## src/rtl/bus_arb_nxm.sv

```systemverilog
// Shared bus for NUM_M masters and NUM_S slaves: registered round-robin arbiter, address decode, read-data return mux; optional hold-timeout under BUS_TIMEOUT_EN.
// Latency: request to grant 1 edge; write/address phase is combinational off the grant; read data and bus_err arrive 1 cycle after the address cycle.
// Backpressure: non-granted masters wait holding m_req; the owner keeps the bus while requesting (until the hold timeout if enabled).
module bus_arb_nxm #(
    parameter int NUM_M    = 2,
    parameter int NUM_S    = 2,
    parameter int AW       = 8,
    parameter int DW       = 32,
    parameter int SLAVE_AW = 5,
    parameter int MAX_HOLD = 16
) (
    input  logic                clk,
    input  logic                reset_n,
    input  logic [NUM_M-1:0]    m_req,
    input  logic [NUM_M-1:0]    m_wr,
    input  logic [NUM_M*AW-1:0] m_address,
    input  logic [NUM_M*DW-1:0] m_dout,
    output logic [NUM_M-1:0]    m_grant,
    output logic [DW-1:0]       m_din,
    output logic                bus_err,
    input  logic [NUM_S*DW-1:0] s_dout,
    output logic [NUM_S-1:0]    s_sel,
    output logic [AW-1:0]       s_address,
    output logic                s_wr,
    output logic [DW-1:0]       s_din
);

    localparam int MW = $clog2(NUM_M);
    localparam int SW = $clog2(NUM_S);
    localparam int IW = AW - SLAVE_AW;

    typedef enum logic {
        IDLE  = 1'b0,
        OWNED = 1'b1
    } state_t;

    state_t           state_q, state_d;
    logic [MW-1:0]    owner_q, owner_d;
    logic [MW-1:0]    rr_q, rr_d;
    logic [NUM_M-1:0] grant_q, grant_d;
    logic [MW-1:0]    start, pick;
    logic [NUM_M-1:0] req_mask;
    logic             found;
    logic             timeout;

    function automatic logic [MW-1:0] wrap_inc(input logic [MW-1:0] v);
        return (int'(v) == NUM_M - 1) ? '0 : v + 1'b1;
    endfunction

    // Owner is masked out so the same search serves both release and timeout handover.
    always_comb begin
        int j;
        j        = 0;
        found    = 1'b0;
        pick     = '0;
        start    = (state_q == OWNED) ? wrap_inc(owner_q) : rr_q;
        req_mask = m_req;
        if (state_q == OWNED)
            req_mask[owner_q] = 1'b0;
        for (int i = 0; i < NUM_M; i++) begin
            j = int'(start) + i;
            if (j >= NUM_M)
                j = j - NUM_M;
            if (!found && req_mask[j]) begin
                found = 1'b1;
                pick  = MW'(j);
            end
        end
    end

    always_comb begin
        state_d = state_q;
        owner_d = owner_q;
        rr_d    = rr_q;
        case (state_q)
            IDLE: begin
                if (found) begin
                    state_d = OWNED;
                    owner_d = pick;
                    rr_d    = wrap_inc(pick);
                end
            end
            OWNED: begin
                if (!m_req[owner_q] || timeout) begin
                    if (found) begin
                        owner_d = pick;
                        rr_d    = wrap_inc(pick);
                    end else if (!m_req[owner_q]) begin
                        state_d = IDLE;
                    end
                end
            end
            default: state_d = IDLE;
        endcase
        grant_d = (state_d == OWNED) ? (NUM_M'(1) << owner_d) : '0;
    end

    always_ff @(posedge clk or negedge reset_n) begin
        if (!reset_n) begin
            state_q <= IDLE;
            owner_q <= '0;
            rr_q    <= '0;
            grant_q <= '0;
        end else begin
            state_q <= state_d;
            owner_q <= owner_d;
            rr_q    <= rr_d;
            grant_q <= grant_d;
        end
    end

`ifdef BUS_TIMEOUT_EN
    localparam int HW = (MAX_HOLD > 2) ? $clog2(MAX_HOLD) : 1;
    localparam logic [HW-1:0] HOLD_LAST = HW'(MAX_HOLD - 1);

    logic [HW-1:0] hold_q, hold_d;

    // Counts cycles of one continuous ownership; saturates when nobody else wants the bus.
    always_comb begin
        hold_d = '0;
        if (state_q == OWNED && state_d == OWNED && owner_d == owner_q)
            hold_d = (hold_q == HOLD_LAST) ? hold_q : hold_q + 1'b1;
        timeout = (state_q == OWNED) && (hold_q == HOLD_LAST);
    end

    always_ff @(posedge clk or negedge reset_n) begin
        if (!reset_n)
            hold_q <= '0;
        else
            hold_q <= hold_d;
    end
`else
    assign timeout = 1'b0;
`endif

    assign m_grant = grant_q;

    always_comb begin
        s_address = '0;
        s_wr      = 1'b0;
        s_din     = '0;
        for (int k = 0; k < NUM_M; k++) begin
            if (grant_q[k]) begin
                s_address = m_address[k*AW +: AW];
                s_wr      = m_wr[k];
                s_din     = m_dout[k*DW +: DW];
            end
        end
    end

    logic [IW-1:0] idx;
    logic [SW-1:0] sel_idx, rd_idx_q;
    logic          granted, mapped, rd_vld_q, bus_err_q;

    always_comb begin
        idx     = s_address[AW-1:SLAVE_AW];
        granted = |grant_q;
        s_sel   = '0;
        sel_idx = '0;
        mapped  = 1'b0;
        for (int j = 0; j < NUM_S; j++) begin
            if (granted && int'(idx) == j) begin
                s_sel[j] = 1'b1;
                sel_idx  = SW'(j);
                mapped   = 1'b1;
            end
        end
    end

    always_ff @(posedge clk or negedge reset_n) begin
        if (!reset_n) begin
            rd_vld_q  <= 1'b0;
            rd_idx_q  <= '0;
            bus_err_q <= 1'b0;
        end else begin
            rd_vld_q  <= mapped;
            rd_idx_q  <= sel_idx;
            bus_err_q <= granted && !mapped;
        end
    end

    assign bus_err = bus_err_q;

    always_comb begin
        m_din = '0;
        for (int j = 0; j < NUM_S; j++) begin
            if (rd_vld_q && rd_idx_q == SW'(j))
                m_din = s_dout[j*DW +: DW];
        end
    end

endmodule

```

## config.mk

```make
export PLATFORM = sky130hd
export DESIGN_NAME = bus_arb_nxm
export DESIGN_NICKNAME = d
export VERILOG_FILES = /design/src/rtl/bus_arb_nxm.sv
export SDC_FILE = /design/constraint.sdc
export NUM_CORES = 1
export LEC_CHECK = 0
export ABC_AREA = 1
export CAP_MARGIN = 20
export CORE_MARGIN = 10
export CORE_UTILIZATION = 22
export DETAILED_ROUTE_END_ITERATION = 8
export PLACE_DENSITY = 0.9
export SLEW_MARGIN = 20
export SYNTH_ARGS = -nofsm -noshare
export SYNTH_HDL_FRONTEND = slang
export SYNTH_SLANG_ARGS = --single-unit
```

## constraint.sdc

```tcl
create_clock -name clk -period 1.75 [get_ports clk]
set_input_delay 0.35 -clock clk [delete_from_list [all_inputs] [get_ports clk]]
set_output_delay 0.35 -clock clk [all_outputs]
set_load 0.05 [all_outputs]
```

==> flow_summary.toml, run 1 <==
[outcome]
status = "complete, but fails checks"
violations = "negative setup slack"

[detailed_routing]
drc = 0
dr.pass1.iters = 4
drtIter0Drc = 134
vias = 2594
via_per_inst = 4.979
wire_per_inst_um = 22.80
drt_wl_total_mm = 11.88
antenna_left = 0

[worst_setup_path]
critPathKind = "in2out"
slowest_stage = "clkdlybuf4s50_1"
cpPeakStageDelay_ns = 0.47
arrival_ns = 1.56
critPathCaptureType = "primary output"
path_cells = "clkdlybuf4s50_1, nand2_2, nand2_4, inv_2, o21ai_2, nor3_4, buf_12"
critPathBufInv = 3
r2r-end = "rd_vld_q"
crit_family = "buffers and inverters"
crit_fanout = 3
reg2reg_setup_slack_ns = 0.43
critPathRequiredTime_ns = 1.40
r2r_cells = 7
r2r_start = "m_grant[1]"
cp-start-kind = "primary input"

[power]
swShare_pct = 54.52
power_mw = 7.968
combPwrFrac_pct = 92.7
p_clk_share_pct = 3.0
power_density_nw_per_um2 = 1754
seq_power_share_pct = 4.3
internal-power_mw = 3.624
net-switching-power_mw = 4.344
p_leak_nw = 2.094
vdd_drop_max_v = 0.001183

[clock_network]
cts_hold_buf = 0
htreeDepth = 1
clock_latency_ns = 0.23
clkTransAtPathRegs_ns = 0.04
cts_tree = "done"
cts_sinks = 8
cts_inserted_buffers = 3
max-clock-path-buffers = 2
clockRootBuffer = "clkbuf_8"

[finish]
utilization_pct = 77.19
fill_cells = 360
final_area_um2 = 4543
area_growth_pct = 243.8
multi_input_area_um2 = 1255
final_cells = 521
nNetsFinal = 596
drive_gt1_share_pct = 36.40
seq_area_um2 = 203.9

[timing]
maxSlewViolCount = 0
rsz0062_at_grt = "yes"
hold-worst-slack_ns = 0.4135
fmax_mhz = 523.7
period_share_pct = 109.1
fin_setup_tns_ns = -2.422
layout_min_cycle_time_ns = 1.909
tightest_slew_ns = 0.3953
final.setup.worst_slack_ns = -0.1593
hold_viol_final = 0
setup_viol = 35
clock_skew_ns = 0.001250
relSlewSlack_pct = 73.56

[logic_synthesis]
synth_edf_count = 0
ys_seq_area_share_pct = 15.15
ys_types = 20
synthArstFlopShare_pct = 100.0
synth_area_per_cell_um2 = 6.262
synth.most_common_cell = "nand3_1"
yosys_warnings = 0
synth_top_cell_by_area = "nand3_1"
netlist_top_cells_area = "nand3_1, a22o_1, dfrtp_1"
syn_area_um2 = 1321
synth_nets = 361
synth_flop_cell = "dfrtp_1"
syn_inst = 211
synth_top_area_share_pct = 25.76
synth_common_cells = "nand3_1, nand2_1, a22o_1"
ys_seq_elements = 8

[worst_hold_path]
holdCritPathClass = "in2async"

[placement]
place_area_um2 = 4144
globalplace.congestion = 0.8681
hpwl_mm = 9.411
port_buffers = 227
dp_cells = 506
pre_cts_ws_ns = -0.06310

[global_route]
grt_first_pass_wirelength_mm = 16.88
track_usage_pct = 22.25
grt_overflow = 0
antenna_found_initial = 1
grt_pass1_vias = 2726
grt_max_degree = 65

[floorplanning]
fp.dieArea_um2 = 9505
die_x_um = 97.50
start_util_pct = 22.45
io_pins = 228
rows = 28
core_um2 = 5886
die_y_um = 97.50

[job]
drv_cap = 0
==> final cells by class <==
| type | count | share of cell area, % |
|---|---|---|
| Multi-Input combinational cell | 171 | 27.62 |
| Antenna cell | 1 | 0.05508 |
| Tap cell | 75 | 2.066 |
| Inverter | 9 | 0.7987 |
| Timing Repair Buffer | 253 | 63.98 |
| Clock buffer | 4 | 0.9915 |
| Sequential cell | 8 | 4.489 |
==> state kept, by name (all words and copies together) (netlist names) <==
register and flops:
rd_idx_q 1, owner_q 1, rr_q 1, m_grant 2
bus_err 1, state_q 1, rd_vld_q 1
==> routing by layer <==
layer,global-route usage (%),vias up,wire (um),part of all wire [%]
li1,-,1227,-,-
met1,21.18,1206,3863,33
met4,6.040,0,259,2.2
met2,44.05,145,6768,57
met3,6.970,16,988,8.3
met5,0,-,0,0
==> cells by family (layout without fill, tap and decap cells) <==
logic type	count (synthesis)	count (layout)	synth area share, %
AO/OA/AOI/OAI	44	44	27.46
buffers and inverters	33	266	12.12
flip-flops	8	8	15.15
other	0	1	0
AND/OR/NAND/NOR	126	127	45.27
==> power by group through the flow <==
stage                     combinational [mW]  sequential (mW)  clock [mW]
after floorplan                         3.68            0.409           0
after global placement                  6.66            0.334           0
after detailed placement                6.77            0.339           0
after CTS                               7.17            0.339       0.238
after global routing                    7.64            0.355       0.249
final                                   7.38            0.346       0.238
==> repair_timing <==
item,4_1_cts,5_1_grt
gates resized for setup,28,15
endpoints found under the setup margin,31,36
gates cloned,1,0
buffers inserted,8,1
pin swaps,4,2
==> placed cells by master (no fill, tap or decap), types with 5 or more instances in the layout <==
master,netlist,layout
a22o_2,0,13
a22o_4,0,23
buf_12,0,48
buf_4,2,48
buf_6,2,7
clkdlybuf4s50_1,0,149
dfrtp_1,8,5
inv_1,7,7
nand2_1,48,43
nand3_1,68,68
==> worst max-delay path by stage <==
stage                  start  endpoint  depth (start not counted)
2_1_floorplan     m_grant[1]  s_sel[0]                          7
3_3_place_gp   m_address[13]  s_sel[0]                          6
3_5_place_dp    m_address[6]  s_sel[0]                          7
4_1_cts           m_grant[1]  s_sel[0]                          6
5_1_grt        m_address[14]  s_sel[0]                          7
6_report       m_address[14]  s_sel[0]                          7
==> worst register-to-register path, delay by kind of cell (launching register included) <==
kind                   cells  cell delay [ns]
buffers and inverters      2             0.20
AOI/OAI and AO/OA          1             0.10
DFF                        1             0.49
and+or+nand+nor            4             0.41
No activity file was read; power rests on OpenSTA's default activity.
==> run 2: changes to the inputs <==
Settings changed: SETUP_SLACK_MARGIN set to 0.4.
==> run 2 against run 1 <==
The run now fails in clock tree synthesis (4_1_cts). Synthesized cell count is the same. Synthesized area unchanged.
==> flow_summary.toml, run 2 <==
[outcome]
status = "stopped before the end"
lastStage = "clock tree synthesis (4_1_cts)"
stop_error = "[ERROR DPL-0033] detailed placement checks failed during check placement."

[logic_synthesis]
synth_top_cell_by_area = "nand3_1"
synth_nets = 361
synth_flop_cell = "dfrtp_1"
ys_types = 20
syn_area_um2 = 1321
synth_area_per_cell_um2 = 6.262
synth.most_common_cell = "nand3_1"
syn_inst = 211
ys_seq_elements = 8
synth_top_area_share_pct = 25.76
netlist_top_cells_area = "nand3_1, a22o_1, dfrtp_1"
yosys_warnings = 0
synthArstFlopShare_pct = 100.0
synth_edf_count = 0
ys_seq_area_share_pct = 15.15
synth_common_cells = "nand3_1, nand2_1, a22o_1"

[floorplanning]
die_x_um = 97.50
io_pins = 228
start_util_pct = 22.45
rows = 28
die_y_um = 97.50

[clock_network]
htreeDepth = 1
cts_inserted_buffers = 3
cts_sinks = 8
post-cts-setup-buffers = 21
clockRootBuffer = "clkbuf_8"
cts_hold_buf = 0
max-clock-path-buffers = 2
post_cts_resized = 162

[placement]
port_buffers = 227
dp_cells = 504
hpwl_mm = 9.668
globalplace.congestion = 0.8187
[run 2: cells by family after synthesis]
| logic type | Yosys count | synth area share [%] |
|---|---|---|
| buf+inv | 33 | 12.12 |
| flops | 8 | 15.15 |
| simple gates | 126 | 45.27 |
| compound gates | 44 | 27.46 |
[run 2: metrics by stage]
step	hold slack (ns)	setup WS, ns	cell area [um2]	TNS (ns)
2_1_floorplan	0.05441	-0.1702	1814	-0.4497
3_3_place_gp	0.4722	-0.05780	4586	-0.1016
3_5_place_dp	0.5132	-0.09431	4586	-0.1521
==> run 3: changes to the inputs <==
Settings changed: CORE_UTILIZATION 22 to 20, PLACE_DENSITY 0.9 to unset, PLACE_DENSITY_LB_ADDON set to 0.15, SETUP_SLACK_MARGIN 0.4 to unset.
==> run 3 against run 2 <==
The flow now finishes, with violations (negative setup slack).
==> flow_summary.toml, run 3 (same netlist as run 1, synthesis figures left out) <==
[global_route]
antenna_found_initial = 0
grt_overflow = 0
grt_pass1_vias = 2504
grt_first_pass_wirelength_mm = 14.02
track_usage_pct = 17.48
grt_max_degree = 65

[detailed_routing]
wire_per_inst_um = 19.69
vias = 2474
drt_wl_total_mm = 10.12
drc = 0
antenna_left = 0
dr.pass1.iters = 4
drtIter0Drc = 67
via_per_inst = 4.813

[finish]
final_cells = 514
nNetsFinal = 588
antenna_cells = 0
largest_reg_flops = 2
utilization_pct = 67.18
drive_gt1_share_pct = 34.78
multi_input_area_um2 = 1094
final_cell_mix = "clkdlybuf4s50_1, nand3_1, buf_4, buf_12, nand2_1"
fill_cells = 550
area_growth_pct = 224.7
final_common_cell = "clkdlybuf4s50_1"
seq_area_um2 = 203.9

[timing]
rsz0062_at_grt = "yes"
fmax_mhz = 554.2
setup_viol = 29
clock_skew_ns = 0.004237
relSlewSlack_pct = 75.46
period_share_pct = 103.1
hold-worst-slack_ns = 0.4004
layout_min_cycle_time_ns = 1.805
hold_viol_final = 0
final.setup.worst_slack_ns = -0.05456
maxSlewViolCount = 0
tightest_slew_ns = 0.3670

[outcome]
violations = "negative setup slack"
status = "complete, but fails checks"

[worst_setup_path]
r2r_cells = 6
critPathRequiredTime_ns = 1.40
r2r_start = "m_grant[1]"
critPathKind = "reg2out"
cp-start-kind = "flop"
arrival_ns = 1.45
reg2reg_setup_slack_ns = 0.50
critPathCaptureType = "primary output"
setup.worst_path.start = "m_grant[1]"
crit_fanout = 9
r2r-end = "rd_idx_q"
endpoint = "s_sel[1]"

[clock_network]
cts_tree = "done"
cts_inserted_buffers = 3
clkTransAtPathRegs_ns = 0.04
max-clock-path-buffers = 2
clock_latency_ns = 0.23
cts_hold_buf = 0
cts_sinks = 8
htreeDepth = 1
clockRootBuffer = "clkbuf_8"

[power]
combPwrFrac_pct = 92.5
power_mw = 7.452
power_density_nw_per_um2 = 1737
net-switching-power_mw = 4.102
swShare_pct = 55.05
vdd_drop_max_v = 0.001206
internal-power_mw = 3.350
seq_power_share_pct = 4.4
p_clk_share_pct = 3.1
p_leak_nw = 1.962

[placement]
pre_cts_ws_ns = -0.05608
globalplace.congestion = 0.8257
hpwl_mm = 9.008
dp_cells = 506
port_buffers = 227

[floorplanning]
die_x_um = 101.3
start_util_pct = 20.69
core_um2 = 6386
rows = 29
die_y_um = 101.3
fp.dieArea_um2 = 10260
io_pins = 228

[job]
drv_cap = 0

[worst_hold_path]
holdCritPathClass = "in2async"
==> run 3: how the worst min path moves through the flow <==
stage            start      end  slack (ns)  cells after the start
2_1_floorplan  reset_n  bus_err        0.05                      0
3_3_place_gp      rr_q     rr_q        0.47                      2
3_5_place_dp      rr_q     rr_q        0.49                      2
4_1_cts        reset_n     rr_q        0.41                      1
5_1_grt        reset_n     rr_q        0.42                      1
6_report       reset_n     rr_q        0.40                      1
==> run 3: through the flow <==
| stage | TNS [ns] | cell area (um2) |
|---|---|---|
| global route | -1.829 | 4290 |
| global placement | -0.07519 | 4144 |
| CTS | -0.9185 | 4247 |
| finish | -0.6152 | 4290 |
| detailed placement | -0.09254 | 4144 |
| floorplan | -0.2506 | 1399 |
==> run 3: worst max-delay path: stages (launching register included) <==
cell	delay [ns]
dfrtp_2	0.45
nor2_8	0.19
nand2_2	0.12
nand2_8	0.10
nand2_1	0.09
nor2_4	0.12
buf_12	0.15
==> run 3: cell type report <==
class	count	area share [%]
well taps	77	2.246
inverters	9	0.8457
multi-input cells	170	25.49
clock buffers	4	1.050
repair buffers	246	65.62
flip-flops and latches	8	4.754
==> run 3: power groups by stage <==
stage / logic [mW] / registers (mW) / clock network [mW]
global route: 7.17 / 0.336 / 0.254
global placement: 6.73 / 0.327 / 0
finish: 6.89 / 0.326 / 0.234
floorplan: 3.68 / 0.409 / 0
CTS: 6.88 / 0.327 / 0.243
detailed placement: 6.77 / 0.326 / 0
==> run 3: routing by layer <==
layer | wire, um | vias up | global-route usage [%]
li1 | - | 1208 | -
met1 | 3306 | 1114 | 16.31
met2 | 5463 | 141 | 33.11
met3 | 1177 | 11 | 9.122
met4 | 174 | 0 | 3.430
met5 | 0 | - | 0
==> run 3: what timing repair did <==
item / 4_1_cts / 5_1_grt
resized for setup: 6 / 6
buffers inserted: 4 / 0
pin swaps: 2 / 0
endpoints found under the hold margin: 0 / 0
endpoints found under the setup margin: 35 / 40
==> run 4: changes to the inputs <==
Settings changed: CAP_MARGIN 20 to unset, CORE_MARGIN 10 to 4.
==> run 4 against run 3 <==
The flow still finishes with violations (negative setup slack). Critical path depth unchanged. Largest power group unchanged. Routed wire length down 18%. Combinational power barely moved. Critical path type unchanged.
==> flow_summary.toml, run 4 (same netlist as run 1, synthesis figures left out) <==
[worst_setup_path]
reg2reg_setup_slack_ns = 0.48
slowest_stage = "dfrtp_2"
path_cells = "buf_6, nand2_4, nand2_8, buf_6, nor3_4, buf_12"
cpPeakStageDelay_ns = 0.47
crit_fanout = 5
arrival_ns = 1.47
critPathKind = "reg2out"
cp-start-kind = "flop"
critPathRequiredTime_ns = 1.40
critPathCaptureType = "primary output"
path_common_cell = "buf_6"

[global_route]
track_usage_pct = 18.10
antenna_found_initial = 0
grt_overflow = 0
grt_first_pass_wirelength_mm = 11.34
grt_max_degree = 65
grt_pass1_vias = 2418

[timing]
period_share_pct = 103.8
hold_viol_final = 0
maxSlewViolCount = 0
tightest_slew_ns = 0.3707
clock_skew_ns = 0.007644
fmax_mhz = 550.5
layout_min_cycle_time_ns = 1.817
fin_setup_tns_ns = -0.7366
relSlewSlack_pct = 75.21
rsz0062_at_grt = "yes"
setup_viol = 38
final.setup.worst_slack_ns = -0.06666

[finish]
largest_reg_flops = 2
final_cell_mix = "clkdlybuf4s50_1, nand3_1, buf_12, buf_4, nand2_1"
antenna_cells = 0
final_common_cell = "clkdlybuf4s50_1"
nNetsFinal = 590
utilization_pct = 68.24
area_growth_pct = 229.8
final_area_um2 = 4358
drive_gt1_share_pct = 34.17
fill_cells = 525

[clock_network]
cts_hold_buf = 0
cts_tree = "done"
clkTransAtPathRegs_ns = 0.05
cts_sinks = 8
clockRootBuffer = "clkbuf_8"
cts_inserted_buffers = 3
htreeDepth = 1
clock_latency_ns = 0.23
max-clock-path-buffers = 2

[worst_hold_path]
holdCritPathClass = "in2async"

[power]
p_leak_nw = 2.009
vdd_drop_max_v = 0.0009971
power_mw = 7.456
power_density_nw_per_um2 = 1711

[floorplanning]
fp.dieArea_um2 = 7971
io_pins = 228
die_y_um = 89.28
start_util_pct = 20.69
rows = 29
die_x_um = 89.28
core_um2 = 6386

[detailed_routing]
drtIter0Drc = 46
vias = 2416
dr.pass1.iters = 4
drc = 0
antenna_left = 0
drt_wl_total_mm = 8.297
via_per_inst = 4.682
wire_per_inst_um = 16.08

[placement]
place_area_um2 = 4146
globalplace.congestion = 0.7860
hpwl_mm = 7.188
port_buffers = 227
pre_cts_ws_ns = -0.05969

[job]
drv_cap = 0

[outcome]
status = "complete, but fails checks"
violations = "negative setup slack"
-- run 4: cell types whose count changed in the layout (fill, tap and decap cells not counted) --
cell,before,now
a22o_1,3,6
buf_12,47,46
a22o_4,6,12
buf_6,2,7
inv_4,1,0
nand2_1,44,45
nand2_4,2,4
inv_2,1,2
nand2_2,5,2
a22o_2,29,20
buf_4,48,46
-- run 4: final cells by class --
type | instances | area, um2 | share of cell area, %
multi-input cells | 170 | 1142 | 26.21
repair buffers | 248 | 2836 | 65.09
flip-flops and latches | 8 | 203.9 | 4.680
well taps | 77 | 96.34 | 2.211
clock buffers | 4 | 45.04 | 1.034
inverters | 9 | 33.78 | 0.7752
-- run 4: what timing repair did --
| item | CTS | global route |
|---|---|---|
| pin swaps | 3 | 1 |
| gates resized for setup | 16 | 7 |
| setup endpoints to repair | 41 | 41 |
| setup buffers | 3 | 1 |
-- run 4: worst paths after layout --
check,start,to,depth (start not counted)
min in group clk,rr_q,rr_q,2
worst max-delay path,m_grant[1],s_sel[0],6
worst max register to register,m_grant[1],rd_idx_q,7
max in group asynchronous,reset_n,m_grant[0],1
worst min-delay path,reset_n,rr_q,1
worst min register to register,rr_q,rr_q,2
-- run 4: per-layer routing --
metal | track usage (%) | up-vias | part of all wire [%] | wire (um)
met5 | 0 | - | 0 | 0
met4 | 1.759 | 0 | 0.53 | 44
met3 | 8.571 | 4 | 14 | 1181
met2 | 36.50 | 133 | 54 | 4513
met1 | 16.86 | 1071 | 31 | 2557
li1 | - | 1208 | - | -
-- run 4: worst max-delay path, delay by kind of cell (launching register included) --
family | cells | cell delay, ns
flip-flops | 1 | 0.47
AND/OR/NAND/NOR | 3 | 0.32
buffers and inverters | 3 | 0.43
-- run 4: stage by stage --
step	std cells	hold WS (ns)
4_1_cts	515	0.4121
2_1_floorplan	211	0.05441
3_3_place_gp	508	0.4740
6_report	516	0.4024
3_5_place_dp	508	0.4789
5_1_grt	516	0.4354
-- run 4: where the power goes --
part / switching [mW] / internal [mW]
logic: 3.91 / 2.99
clock network: 0.0757 / 0.158
registers: 0.0642 / 0.266
